$ cat src/rtl/line_buffer_frame_sequencer_if.sv
// Frame memory read port: the sequencer drives the read strobe and
// address, the synchronous-read memory returns data one cycle later.
interface line_buffer_frame_sequencer_if #(
    parameter int ADDR_WIDTH = 16,
    parameter int DATA_WIDTH = 16
);
    logic                  memRdEn;
    logic [ADDR_WIDTH-1:0] memAddr;
    logic [DATA_WIDTH-1:0] memRdData;

    modport master (
        output memRdEn,
        output memAddr,
        input  memRdData
    );

    modport slave (
        input  memRdEn,
        input  memAddr,
        output memRdData
    );
endinterface

$ cat src/rtl/line_buffer_frame_sequencer.sv
// Streams one frame from the frame memory into the line buffer in raster
// order, counts the kernel windows coming back, and reports completion
// once the line buffer has gone quiet for DRAIN_IDLE_CYCLES cycles.
module line_buffer_frame_sequencer #(
    parameter int FIXED_POINT_SIZE  = 16,
    parameter int IMAGE_WIDTH       = 32,
    parameter int IMAGE_HEIGHT      = 32,
    parameter int ADDR_WIDTH        = 16,
    parameter int WIN_CNT_WIDTH     = 12,
    parameter int DRAIN_IDLE_CYCLES = 64
) (
    input  logic                                 clk,
    input  logic                                 resetn,
    input  logic                                 start,
    input  logic [ADDR_WIDTH-1:0]                frameBase,
    input  logic                                 pauseIn,
    output logic                                 busy,
    output logic                                 done,
    line_buffer_frame_sequencer_if.master        mem_bus,
    output logic [FIXED_POINT_SIZE-1:0]          dataOut,
    output logic                                 dataValidOut,
    input  logic                                 windowValidIn,
    output logic [WIN_CNT_WIDTH-1:0]             windowCount
);

    localparam int PIXEL_COUNT = IMAGE_WIDTH * IMAGE_HEIGHT;
    localparam int IDX_WIDTH   = (PIXEL_COUNT > 1) ? $clog2(PIXEL_COUNT) : 1;
    localparam int IDLE_WIDTH  = $clog2(DRAIN_IDLE_CYCLES + 1);

    localparam logic [IDX_WIDTH-1:0]     LAST_INDEX  = IDX_WIDTH'(PIXEL_COUNT - 1);
    // The done cycle itself is the last window-free cycle, so the counter
    // only has to see DRAIN_IDLE_CYCLES-1 quiet cycles before leaving DRAIN.
    localparam logic [IDLE_WIDTH-1:0]    IDLE_LIMIT  = IDLE_WIDTH'(DRAIN_IDLE_CYCLES - 2);
    localparam logic [WIN_CNT_WIDTH-1:0] WIN_CNT_MAX = '1;

    typedef enum logic [1:0] {
        ST_IDLE,
        ST_FEED,
        ST_DRAIN,
        ST_DONE
    } state_t;

    state_t                  state_q;
    state_t                  state_d;
    logic                    read_en;
    logic                    start_accept;
    logic                    valid_q;
    logic [ADDR_WIDTH-1:0]   base_q;
    logic [IDX_WIDTH-1:0]    pixel_idx;
    logic [IDLE_WIDTH-1:0]   idle_cnt;

    assign busy             = (state_q == ST_FEED) || (state_q == ST_DRAIN);
    assign done             = (state_q == ST_DONE);
    assign mem_bus.memRdEn  = read_en;
    assign mem_bus.memAddr  = base_q + ADDR_WIDTH'(pixel_idx);
    assign dataValidOut     = valid_q;
    // The memory already registers its read data, so gating it with the
    // delayed strobe keeps pixel and valid aligned one cycle after the read.
    assign dataOut          = valid_q ? mem_bus.memRdData : '0;

    // Next-state decode and read strobe generation.
    always_comb begin
        state_d      = state_q;
        read_en      = 1'b0;
        start_accept = 1'b0;
        case (state_q)
            ST_IDLE: begin
                if (start) begin
                    start_accept = 1'b1;
                    state_d      = ST_FEED;
                end
            end
            ST_FEED: begin
                if (!pauseIn) begin
                    read_en = 1'b1;
                    if (pixel_idx == LAST_INDEX) begin
                        state_d = ST_DRAIN;
                    end
                end
            end
            ST_DRAIN: begin
                if (!windowValidIn && (idle_cnt == IDLE_LIMIT)) begin
                    state_d = ST_DONE;
                end
            end
            ST_DONE: begin
                state_d = ST_IDLE;
            end
            default: begin
                state_d = ST_IDLE;
            end
        endcase
    end

    // State register; reset aborts any frame in flight without a done pulse.
    always_ff @(posedge clk or negedge resetn) begin
        if (!resetn) begin
            state_q <= ST_IDLE;
        end else begin
            state_q <= state_d;
        end
    end

    // Latched base, raster pixel index and the drain quiet-cycle counter.
    always_ff @(posedge clk or negedge resetn) begin
        if (!resetn) begin
            base_q    <= '0;
            pixel_idx <= '0;
            idle_cnt  <= '0;
        end else begin
            if (start_accept) begin
                base_q    <= frameBase;
                pixel_idx <= '0;
            end else if (read_en) begin
                pixel_idx <= pixel_idx + IDX_WIDTH'(1);
            end

            if (state_q == ST_DRAIN) begin
                idle_cnt <= windowValidIn ? '0 : idle_cnt + IDLE_WIDTH'(1);
            end else begin
                idle_cnt <= '0;
            end
        end
    end

    // One-cycle delay of the read strobe becomes the line buffer's valid.
    always_ff @(posedge clk or negedge resetn) begin
        if (!resetn) begin
            valid_q <= 1'b0;
        end else begin
            valid_q <= read_en;
        end
    end

    // Saturating window counter, cleared only by an accepted start.
    always_ff @(posedge clk or negedge resetn) begin
        if (!resetn) begin
            windowCount <= '0;
        end else if (start_accept) begin
            windowCount <= '0;
        end else if (windowValidIn && busy && (windowCount != WIN_CNT_MAX)) begin
            windowCount <= windowCount + WIN_CNT_WIDTH'(1);
        end
    end

endmodule

$ cat src/flat_wrapper.sv
// flat-port wrapper written by rule: the top's interface ports become plain ports
module line_buffer_frame_sequencer_flat 
#(
    parameter int FIXED_POINT_SIZE  = 16,
    parameter int IMAGE_WIDTH       = 32,
    parameter int IMAGE_HEIGHT      = 32,
    parameter int ADDR_WIDTH        = 16,
    parameter int WIN_CNT_WIDTH     = 12,
    parameter int DRAIN_IDLE_CYCLES = 64
)
  (clk, resetn, start, frameBase, pauseIn, busy, done, dataOut, dataValidOut, windowValidIn, windowCount, mem_bus_memRdEn, mem_bus_memAddr, mem_bus_memRdData);
  line_buffer_frame_sequencer_if #(.ADDR_WIDTH(ADDR_WIDTH), .DATA_WIDTH((16))) mem_bus_i ();
  input  logic clk;
  input  logic resetn;
  input  logic start;
  input  logic [ADDR_WIDTH-1:0] frameBase;
  input  logic pauseIn;
  output logic busy;
  output logic done;
  output logic [FIXED_POINT_SIZE-1:0] dataOut;
  output logic dataValidOut;
  input  logic windowValidIn;
  output logic [WIN_CNT_WIDTH-1:0] windowCount;
  output wire logic [$bits(mem_bus_i.memRdEn)-1:0] mem_bus_memRdEn;
  output wire logic [$bits(mem_bus_i.memAddr)-1:0] mem_bus_memAddr;
  input wire logic [$bits(mem_bus_i.memRdData)-1:0] mem_bus_memRdData;
  assign mem_bus_memRdEn = mem_bus_i.memRdEn;
  assign mem_bus_memAddr = mem_bus_i.memAddr;
  assign mem_bus_i.memRdData = mem_bus_memRdData;
  line_buffer_frame_sequencer #(.FIXED_POINT_SIZE(FIXED_POINT_SIZE), .IMAGE_WIDTH(IMAGE_WIDTH), .IMAGE_HEIGHT(IMAGE_HEIGHT), .ADDR_WIDTH(ADDR_WIDTH), .WIN_CNT_WIDTH(WIN_CNT_WIDTH), .DRAIN_IDLE_CYCLES(DRAIN_IDLE_CYCLES)) u_core (.clk(clk), .resetn(resetn), .start(start), .frameBase(frameBase), .pauseIn(pauseIn), .busy(busy), .done(done), .mem_bus(mem_bus_i), .dataOut(dataOut), .dataValidOut(dataValidOut), .windowValidIn(windowValidIn), .windowCount(windowCount));
endmodule
$ cat config.mk
export PLATFORM = sky130hd
export DESIGN_NAME = line_buffer_frame_sequencer_flat
export DESIGN_NICKNAME = d
export VERILOG_FILES = /design/src/rtl/line_buffer_frame_sequencer_if.sv /design/src/rtl/line_buffer_frame_sequencer.sv /design/src/flat_wrapper.sv
export SDC_FILE = /design/constraint.sdc
export NUM_CORES = 1
export LEC_CHECK = 0
export ABC_AREA = 1
export CORE_MARGIN = 1
export CORE_UTILIZATION = 30
export CTS_BUF_LIST = sky130_fd_sc_hd__clkbuf_16
export CTS_CLUSTER_DIAMETER = 100
export DETAILED_ROUTE_END_ITERATION = 8
export DONT_BUFFER_PORTS = 1
export PLACE_DENSITY_LB_ADDON = 0.3
export SLEW_MARGIN = 20
export SYNTH_ARGS = -nofsm -noshare
export SYNTH_HDL_FRONTEND = slang
export SYNTH_SLANG_ARGS = --single-unit
export TNS_END_PERCENT = 1
$ cat constraint.sdc
create_clock -name clk -period 2.1 [get_ports clk]
set_clock_uncertainty 0.1 [all_clocks]
set_input_delay 0.105 -clock clk [delete_from_list [all_inputs] [get_ports clk]]
set_output_delay 0.105 -clock clk [all_outputs]
set_load 0.005 [all_outputs]
* After elaboration in Yosys (flattened, before gate mapping)
Index checks and enable logic that the tools add are counted.
** Cells by class
- Eq/ne operators :: 10
- Reduce and logical (&&, ||, !) cells :: 9
- $mul :: 0
- $lt $le $gt $ge :: 0
- Add/sub/neg operators :: 4
- Muxes and demuxes :: 16
- Shifts and indexed selects :: 0
- Div/mod/pow operators :: 0
- Bitwise logic cells :: 0
** Operators by type and width (count)
- 12-bit 2-to-1 mux :: 2
- 10-bit 2-to-1 mux :: 2
- 16-bit by 10-bit adder with 16-bit output :: 1
- 16-bit 2-to-1 mux :: 1
- 7-bit 2-to-1 mux :: 2
- 12-bit by 1-bit adder with 12-bit output (second input constant) :: 1
- 12-bit inequality test (second input constant) :: 1
- 10-bit by 1-bit adder with 10-bit output (second input constant) :: 1
- 10-bit equality test (second input constant) :: 1
- 2-bit 2-to-1 mux :: 4
- 2-bit inequality test (second input constant) :: 4
- 2-bit one-hot mux with 4 select lines :: 1
- 7-bit by 1-bit adder with 7-bit output (second input constant) :: 1
- 7-bit by 6-bit equality test with 1-bit output (second input constant) :: 1
- 2-bit equality test (second input constant) :: 2
- 1-bit 2-to-1 mux :: 4
- 4-bit AND reduction :: 1
- 2-bit nonzero test :: 2
- 1-bit logical AND :: 3
- 2-bit by 1-bit equality test with 1-bit output (second input constant) :: 1
- 2-bit logical NOT :: 1
- 1-bit logical NOT :: 1
- 1-bit logical OR :: 1
** Storage, ports and cells
- Bits in latches :: 0
- Register bits :: 48
- Input bits :: 37
- ROM bits :: 0
- RAM bits :: 0
- Memories :: 0
- Output and inout bits :: 48
- Word-level logic and storage cells :: 45

* Longest topological paths before layout
Gate-level depths: netlist (run 1).
- Depth after elaboration :: 6
- Gate-level depth with buffers :: 10
- Depth with buffers taken out :: 10

* Worst setup path before layout (run 1)
OpenSTA, ideal clock, no wires.
- Kind :: register -> output
- From :: reg u_core.pixel_idx[0]
- To :: out mem_bus_memAddr[14]
- Cell stages (with the launch flop) :: 11
- Path buffers :: 0
- Setup slack :: 0.374 ns
- Arrival time :: 1.521 ns
- Data required time :: 1.895 ns
- Cell sequence :: dfrtp_1 ha_1 fa_1 nand2_1 nand2_1 nand3b_1 nand2_1 nand2_1 nand2_1 nand2_1 nand2_1
** On the way
- Word-level cells in the longest chain between the ends :: 1
** Ends and longest elaborated chain
- start: declaration :: RTL line line_buffer_frame_sequencer.sv:49 : logic [IDX_WIDTH-1:0] pixel_idx;
- start signal: assignment :: RTL line line_buffer_frame_sequencer.sv:115 : pixel_idx <= pixel_idx + IDX_WIDTH'(1);
- 16-bit by 10-bit adder with 16-bit output :: RTL line line_buffer_frame_sequencer.sv:55 : assign mem_bus.memAddr = base_q + ADDR_WIDTH'(pixel_idx);
- end: declaration :: RTL line flat_wrapper.sv:25 : output wire logic [$bits(mem_bus_i.memAddr)-1:0] mem_bus_memAddr;
No other way between the ends.

* Final worst setup path (run 1)
- From :: reg u_core.pixel_idx[0]
- To :: out mem_bus_memAddr[10]
The elaborated chain is that of the path after synthesis.

==> metrics.txt, run 1 <==
outcome=finished clean; Syn. warnings=0; CTS tree=done; Synth Flop Type=dfrtp_1; FP Rows=37; Root Buffer=clkbuf_16; total design power=3.85 mW; share of the synthesized area in the top cell type=a little under two fifths; final net count=563; vias in the first global route=2865; CP Capture Type=output port; max-slew violation count=0; final core utilization=37.3%; Via density=approximately 4.6; normalized max-slew margin=69.1%; Clock Sinks=48; core footprint=10400 um^2; Crit Path Max Fanout=3; RSZ-0062 raised after global routing=true; async set-or-reset flop fraction in the synthesized netlist=100%; Skew-Pair Late Insertion Delay=290 ps; Seq/Total Area, Yosys=36.8%; final setup violation count=0; cell taking the most area after synthesis=dfrtp_1; P_leak=about 2.1 nW; Design Area, Final=slightly below 4000 um^2; DRC=0; Max clock buf depth=2; fmax=roughly 500 MHz; Mapped Cells=482; Post-synth EDFFs=0; syn avg cell area=just under 7 um^2; worst path required time=1890 ps; die width=106 um; synth top area cells=dfrtp_1, nand2_1, inv_1; Tot GR Track Use=between 10% and 20%; First-pass DRT Iterations=5; Antenna Cells=0; Worst Tran Pin Value=463 ps; top cells by count, synth=nand2_1, inv_1, dfrtp_1; Worst setup SP type=flop; initial cell density of the core=31.3%; PortBufs=0; period utilization=95.3%; Final Hold Vio Count=0; largest net degree at the start of global routing=49; routed vias=2948; # placed instances=615; Die H=~110 um; Die ar.=about 11000 um^2; Final min period=2000 ps; maximum VDD drop=0.410 mV; I/O pin total=85; arrival time worst endpoint=1800 ps; clock buffer count from CTS=5; final antenna-violating net count=0; count leader, synth=nand2_1; post-route insts no fill=643; CTS clk-pin slew, worst paths=60 ps; pwr dens=989 nW/um^2; GP Congestion=0.826; post-synth cell types=32; first-pass GRT wire length=about 13000 um; ratio of cells with drive above 1 in the final layout=7.50%; placed inst area=between 3000 and 4000 um^2; initial antenna violation count=0; DRT iter0 DRCs=97; Hold Crit Class=input pin to flop; total routed wirelength=7810 um; number of max-cap violations=0; drt wl/cell=12.1 um; H-tree lvl count=2; Seq cells post-synth=48; synthesis-to-layout area growth=19.2%; GRT overflow=0; WS Path Type=flop to output port; post-synth net total=539; setup_tns=0 ps; detailed placer's ending HPWL=~5800 um; Post-Syn Area=3260 um^2
## state kept, by name, summed over array words and instances, names as in the netlist
name / count
u_core.idle_cnt: 7
u_core.pixel_idx: 10
u_core.base_q: 16
u_core.dataValidOut: 1
u_core.windowCount: 12
u_core.state_q: 2
## worst paths after layout
check	end	slack, ps	startpoint	cells past startpoint
hold / removal	u_core.state_q[0]$_DFFE_PN0P_	10	pauseIn	3
hold reg to reg	u_core.idle_cnt[0]$_DFF_PN0_	390	u_core.idle_cnt[0]$_DFF_PN0_	1
setup / recovery	mem_bus_memAddr[10]	100	u_core.pixel_idx[0]$_DFFE_PN0P_	10
setup reg to reg	u_core.pixel_idx[6]$_DFFE_PN0P_	350	u_core.state_q[1]$_DFFE_PN0P_	9
max in group asynchronous	u_core.pixel_idx[1]$_DFFE_PN0P_	1440	resetn	2
min in group asynchronous	u_core.windowCount[10]$_DFFE_PN0P_	210	resetn	2
## per-layer routing
metal,wire [um],vias to the layer above,global-route usage [%]
met3,373,5,3.62
met4,42,0,2.68
met1,3730,1356,19.0
met2,3660,54,24.5
met5,0,-,0
li1,-,1533,-
## cell families (layout without fill, tap and decap cells)
logic type               Yosys count  count (layout)  synth area share, %
AND/OR/NAND/NOR                  280             280                 35.7
XOR/XNOR                          12              12                 3.22
flip-flops                        48              48                 36.8
buffers and inverters             86             111                 10.2
AO/OA/AOI/OAI                     36              36                 6.17
adder cells (fa/ha/maj)           20              20                 7.90
## placed cells by master (no fill, tap or decap), types with 6 or more instances in the layout
cell / netlist / layout
a21oi_1: 14 / 14
dfrtp_1: 48 / 47
dlygate4sd3_1: 0 / 18
ha_1: 19 / 11
ha_4: 0 / 7
inv_1: 77 / 79
nand2_1: 182 / 178
nand2_2: 2 / 6
nand3_1: 26 / 25
nand4_1: 11 / 11
nor2_1: 45 / 45
o21ai_0: 10 / 10
xor2_1: 10 / 10
## what timing repair did
action | CTS | global route
hold buffers | 19 | 0
gates resized for setup | 1 | 17
hold endpoints to repair | 67 | 0
pin swaps | 0 | 1
setup endpoints to repair | 5 | 10
buffers inserted | 1 | 0
## area by class of cell
type / count / area [um^2]
Timing Repair Buffer: 23 / 238
Inverter: 80 / 305
Clock inverter: 3 / 11.3
Clock buffer: 5 / 125
Fill cell: 1100 / 6530
Multi-Input combinational cell: 348 / 1840
Tap cell: 136 / 170
Sequential cell: 48 / 1200
## critical path, cell delays in order, from the launching register on
cell and delay, ps:
dfrtp_1 410, ha_4 180, fa_2 360, nand2_2 90
nand2_1 50, nand3b_1 90, nand2_2 80, nand2_1 80
nand2_1 50, nand2_1 50, nand2_1 60
## power by group
| part | internal, mW | switching [mW] |
|---|---|---|
| registers | 1.16 | 0.290 |
| logic | 0.633 | 0.997 |
| clock network | 0.429 | 0.333 |
| total | 2.22 | 1.62 |
## through the flow
stage	setup slack, ps	hold WS (ps)
global placement	264	-289
finish	99.5	15.0
global route	-64.1	24.9
detailed placement	203	-289
CTS	13.7	5.51
floorplan	374	-291
Power figures use the tool's default switching activity.
==> run 2: changes to the inputs <==
Settings changed: SETUP_SLACK_MARGIN set to 0.2.
Clock period 2.1 ns to 2.05 ns, I/O delays scaled along.
==> run 2 against run 1 <==
Against the previous run: critical path depth did not move; combinational power is 4% higher; final cell count is the same; global-route usage shrank 0.38 points; non-clock buffer count rose by 1.
==> metrics.txt, run 2 (same netlist as run 1, synthesis figures left out) <==
outcome=finished clean; number of max-cap violations=0 (unchanged); Die ar.=11300 um^2 (unchanged); clock buffer count from CTS=5 (unchanged); synthesis-to-layout area growth=20.1%; max-slew violation count=0 (unchanged); final setup violation count=0 (unchanged); PortBufs=0 (unchanged); CTS tree=done; Via density=4.56 (-0.54%); DRT iter0 DRCs=149 (+54%); Switching Share=41.9% (-0.28 points); normalized max-slew margin=68.6% (-0.50 points); RR Endpoint=u_core.base_q[0]$_DFFE_PN0P_; Die H=106 um (unchanged); logic gate share of total power=42.8% (+0.4 points); final antenna-violating net count=0 (unchanged); GP Congestion=0.826 (about the same); max reg flops=16 (unchanged); commonest non-fill, non-tap cells in the layout=nand2_1, inv_1, nor2_1; Final min period=2000 ps; FF-to-FF Start=u_core.state_q[0]$_DFFE_PN0P_; period utilization=a little over nine tenths; worst setup margin=49.6 ps (-49.9 ps); initial cell density of the core=31.3% (unchanged); Largest regs=u_core.base_q x16, u_core.windowCount x12, u_core.pixel_idx x10; CP Capture Type=output port; fmax=500 MHz; Worst setup SP type=flop; detailed placer's ending HPWL=5940 um (+2.5%); Final Hold Vio Count=0 (unchanged); H-tree lvl count=2 (unchanged); total routed wirelength=7780 um (-0.31%); filler cell count=1088 (-1.1%); worst hold path depth=3 (unchanged); hold_sp=windowValidIn; Antenna Cells=0 (unchanged); worst path required time=1850 ps (-40 ps); Tot GR Track Use=14.2% (-0.38 points); FP Rows=37 (unchanged); P_leak=2.09 nW (-0.17%); WS Path Type=flop to output port; RSZ-0062 raised after global routing=true; vias in the first global route=2897 (+1.1%); Sequential Area=1210 um^2 (+0.52%); post-route insts no fill=643 (unchanged); Design Area, Final=3920 um^2 (+0.77%); # placed instances=616 (+0.16%); initial antenna violation count=0 (unchanged); I/O pin total=85 (unchanged); routed vias=2932 (-0.54%); dpl ws=167 ps (-36.1 ps); commonest non-fill, non-tap cell in the layout=nand2_1; crit path launch=u_core.pixel_idx[0]$_DFFE_PN0P_; first-pass GRT wire length=13100 um (-2.4%); Skew-Pair Late Insertion Delay=280 ps (about the same); Hold Crit Class=input pin to flop; Crit Path Max Fanout=3 (unchanged); maximum VDD drop=0.437 mV (+6.5%); die width=106 um (unchanged); final net count=564 (+0.18%); arrival time worst endpoint=1800 ps (about the same); Clock power frac=19.7% (about the same); Worst Hold Path EP=u_core.idle_cnt[1]$_DFF_PN0_; pwr dens=1010 nW/um^2 (+2.5%); CTS clk-pin slew, worst paths=60 ps (about the same); DRC=0 (unchanged); Root Buffer=clkbuf_16; Reg with most FFs=u_core.base_q; Reg2Reg Depth=7 (-2); ratio of cells with drive above 1 in the final layout=10.5% (+3.0 points); P_sw=1.66 mW (+2.6%); Seq pwr share=37.5% (-0.3 points); area occupied by multi-input gates=1860 um^2 (+1.0%); drt wl/cell=12.1 um (-0.31%); P_int=2.31 mW (+3.8%); core footprint=10400 um^2 (unchanged); Worst R2R Setup Slack=380 ps (+30 ps); GRT overflow=0 (unchanged); First-pass DRT Iterations=4 (-1); Max clock buf depth=2 (unchanged); Clock Sinks=48 (unchanged); Worst Tran Pin Value=471 ps (+7.43 ps); placed inst area=3440 um^2 (+0.22%); largest net degree at the start of global routing=49 (unchanged)
## run 2: what timing repair did
action / CTS / global route
endpoints found under the setup margin: 12 / 26
endpoints found under the hold margin: 67 / 0
pin swaps: 0 / 2
setup buffers: 1 / 0
hold buffers: 19 / 0
resized for setup: 5 / 25
## run 2: area by class of cell
type                    instances  share of cell area (%)
clock inverters                 2                   0.223
multi-input cells             348                    47.4
repair buffers                 24                    6.26
inverters                      80                    7.79
clock buffers                   5                    3.19
well taps                     136                    4.34
flip-flops and latches         48                    30.8
## run 2: worst max path at each step
stage	endpoint	slack, ps
floorplan	mem_bus_memAddr[14]	330
global placement	mem_bus_memAddr[10]	210
CTS	mem_bus_memAddr[14]	40
detailed placement	mem_bus_memAddr[14]	170
finish	mem_bus_memAddr[14]	50
global route	mem_bus_memAddr[14]	-70
## run 2: per-stage QoR
| stage | TNS, ps | utilization (%) | power (mW) | hold WS [ps] |
|---|---|---|---|---|
| 2_1_floorplan | 0 | - | 2.58 | -293 |
| 3_3_place_gp | 0 | 33.0 | 2.96 | -292 |
| 3_5_place_dp | 0 | 33.0 | 2.99 | -292 |
| 4_1_cts | 0 | 36.6 | 3.90 | 14.3 |
| 5_1_grt | -191 | 37.6 | 4.32 | 47.8 |
| 6_report | 0 | 37.6 | 3.97 | 30.1 |
## run 2: power by group through the flow
stage / Clock (mW) / Combinational, mW / Sequential [mW]
final: 0.784 / 1.70 / 1.49
after global routing: 0.846 / 1.94 / 1.53
after floorplan: 0 / 1.19 / 1.38
after detailed placement: 0 / 1.51 / 1.48
after global placement: 0 / 1.49 / 1.47
after CTS: 0.817 / 1.63 / 1.46
## run 2: critical path, stage by stage (launching register included)
cell	delay [ps]
dfrtp_1	390
ha_2	210
fa_2	350
nand2_2	80
nand2_1	50
nand3b_1	90
nand2_2	90
nand2_2	70
nand2_1	50
nand2_1	60
nand2_1	60
## run 2: layer usage
metal / GRT usage [%] / routed length (um) / share of wire, % / up-vias
met5: 0 / 0 / 0 / -
met4: 3.27 / 82 / 1.1 / 0
met3: 3.68 / 370 / 4.8 / 6
met2: 24.2 / 3630 / 47 / 53
met1: 17.9 / 3700 / 47 / 1343
li1: - / - / - / 1530
==> run 3: changes to the inputs <==
Settings changed: CELL_PAD_IN_SITES_DETAIL_PLACEMENT set to 1, CELL_PAD_IN_SITES_GLOBAL_PLACEMENT set to 1.
==> run 3 against run 2 <==
Against the previous run: power grew 9.5%; sequential cell count unchanged; the flow now finishes with violations (setup timing); first-iteration DRC count down 8.7%; via count up 4.7%; sequential power about the same; register-to-register slack worse by 90 ps; core utilization is 1.5 points higher; wire length up 24%; critical path depth decreased by 1; combinational power increased by 11%; global-route usage is 3.7 points higher; non-clock buffer count grew 4.
==> metrics.txt, run 3 (same netlist as run 1, synthesis figures left out) <==
pwr dens=1070 nW/um^2 (+5.3%); Final Hold Vio Count=0 (unchanged); Via density=4.74 (+3.9%); clock buffer count from CTS=5 (unchanged); Max clock buf depth=2 (unchanged); P_leak=2.12 nW (+1.3%); Crit Path Max Fanout=3 (unchanged); filler cell count=1324 (+22%); Largest regs=u_core.base_q x16, u_core.windowCount x12, u_core.pixel_idx x10; routed vias=3070 (+4.7%); DRC=0 (unchanged); Die ar.=11300 um^2 (unchanged); arrival time worst endpoint=1900 ps (+100 ps); post-route insts no fill=648 (+0.78%); GRT overflow=0 (unchanged); final net count=568 (+0.71%); commonest non-fill, non-tap cell in the layout=nand2_1; Antenna Cells=0 (unchanged); largest net degree at the start of global routing=49 (unchanged); area occupied by multi-input gates=1940 um^2 (+4.5%); Hold Crit Class=input pin to flop; WS Path Type=flop to output port; normalized max-slew margin=68.2% (-0.39 points); Clock Sinks=48 (unchanged); # placed instances=616 (unchanged); maximum VDD drop=0.441 mV (+0.85%); first-pass GRT wire length=16000 um (+23%); Skew-Pair Late Insertion Delay=290 ps (about the same); worst-case hold slack=34.7 ps (+4.64 ps); synthesis-to-layout area growth=24.9%; First-pass DRT Iterations=3 (-1); total routed wirelength=9690 um (+24%); max reg flops=16 (unchanged); met1 usage=21.9% (+4.0 points); drt wl/cell=15.0 um (+24%); met3 GRT Util=3.43% (-0.25 points); initial cell density of the core=31.3% (unchanged); ratio of cells with drive above 1 in the final layout=14.5% (+4.0 points); Sequential Area=1210 um^2 (+0.21%); CP Capture Type=output port; die width=106 um (unchanged); RSZ-0062 raised after global routing=true; max-slew violation count=0 (unchanged); failing checks=setup timing; outcome=finished, violations left; FP Rows=37 (unchanged); core footprint=10400 um^2 (unchanged); I/O pin total=85 (unchanged); Worst setup SP type=flop; commonest non-fill, non-tap cells in the layout=nand2_1, inv_1, nor2_1; fmax=477 MHz (-4.6%); CTS tree=done; final core utilization=39.1% (+1.5 points); Root Buffer=clkbuf_16; H-tree lvl count=2 (unchanged); GP Congestion=0.825 (about the same); PortBufs=0 (unchanged); final antenna-violating net count=0 (unchanged); initial antenna violation count=0 (unchanged); Design Area, Final=4080 um^2 (+4.0%); global route hottest layer=met2; Worst Tran Pin Value=477 ps (+5.84 ps); Final min period=2100 ps (+97.5 ps); vias in the first global route=3335 (+15%); final setup violation count=3 (+3); DRT iter0 DRCs=136 (-8.7%); period utilization=102% (+4.8 points); detailed placer's ending HPWL=7060 um (+19%); worst setup margin=-47.9 ps (-97.5 ps); met2 GRT Util=32.1% (+7.9 points); Die H=106 um (unchanged); placed inst area=3440 um^2 (unchanged); Tot GR Track Use=17.8% (+3.7 points); worst path required time=1850 ps (about the same); Reg with most FFs=u_core.base_q; CTS clk-pin slew, worst paths=70 ps (about the same); number of max-cap violations=0 (unchanged)
## run 3: path summary, 6_finish.rpt
kind | startpoint | endpoint | slack, ps | cells after the start
max | u_core.pixel_idx[0]$_DFFE_PN0P_ | mem_bus_memAddr[12] | -50 | 9
min | pauseIn | u_core.pixel_idx[1]$_DFFE_PN0P_ | 30 | 4
max reg2reg | u_core.state_q[1]$_DFFE_PN0P_ | u_core.pixel_idx[6]$_DFFE_PN0P_ | 290 | 9
min reg2reg | u_core.idle_cnt[0]$_DFF_PN0_ | u_core.idle_cnt[0]$_DFF_PN0_ | 390 | 1
max in group asynchronous | resetn | u_core.pixel_idx[2]$_DFFE_PN0P_ | 1380 | 2
min in group asynchronous | resetn | u_core.windowCount[10]$_DFFE_PN0P_ | 210 | 2
## run 3: report_power, final
| group | switching [mW] | leakage, nW | total (mW) | internal [mW] |
|---|---|---|---|---|
| registers | 0.314 | 0.623 | 1.51 | 1.19 |
| clock network | 0.382 | 0.0798 | 0.956 | 0.574 |
| logic | 1.14 | 1.42 | 1.89 | 0.746 |
## run 3: through the flow
step / power (mW) / TNS (ps) / setup WS, ps
finish: 4.35 / -99.3 / -47.9
global route: 4.71 / -623 / -155
detailed placement: 3.06 / 0 / 96.5
global placement: 2.98 / 0 / 173
floorplan: 2.58 / 0 / 327
CTS: 4.30 / -58.3 / -32.9
## run 3: worst max-delay path, stage by stage, from the launching register on
cell	delay, ps
dfrtp_1	360
ha_2	200
fa_2	210
nand2_2	60
buf_4	130
a21oi_2	270
nand3_1	160
nand3_1	100
nand2_1	50
nand2_1	70
## run 3: timing repair
| item | in CTS | in global routing |
|---|---|---|
| hold buffers | 20 | 0 |
| cloned | 0 | 0 |
| pin swaps | 13 | 11 |
| resized for setup | 28 | 20 |
| buffers inserted | 3 | 1 |
| endpoints found under the setup margin | 12 | 27 |
| endpoints found under the hold margin | 68 | 0 |
## run 3: layer usage
| layer | up-vias | wire (um) |
|---|---|---|
| met2 | 41 | 4830 |
| met5 | - | 0 |
| met1 | 1481 | 4420 |
| met3 | 9 | 331 |
| li1 | 1539 | - |
| met4 | 0 | 110 |
## run 3: layout make-up
| cell class | instances | area share, % |
|---|---|---|
| Tap cell | 136 | 4.18 |
| Timing Repair Buffer | 28 | 6.82 |
| Inverter | 80 | 7.55 |
| Sequential cell | 48 | 29.7 |
| Clock buffer | 5 | 3.07 |
| Multi-Input combinational cell | 348 | 47.6 |
| Clock inverter | 3 | 1.04 |
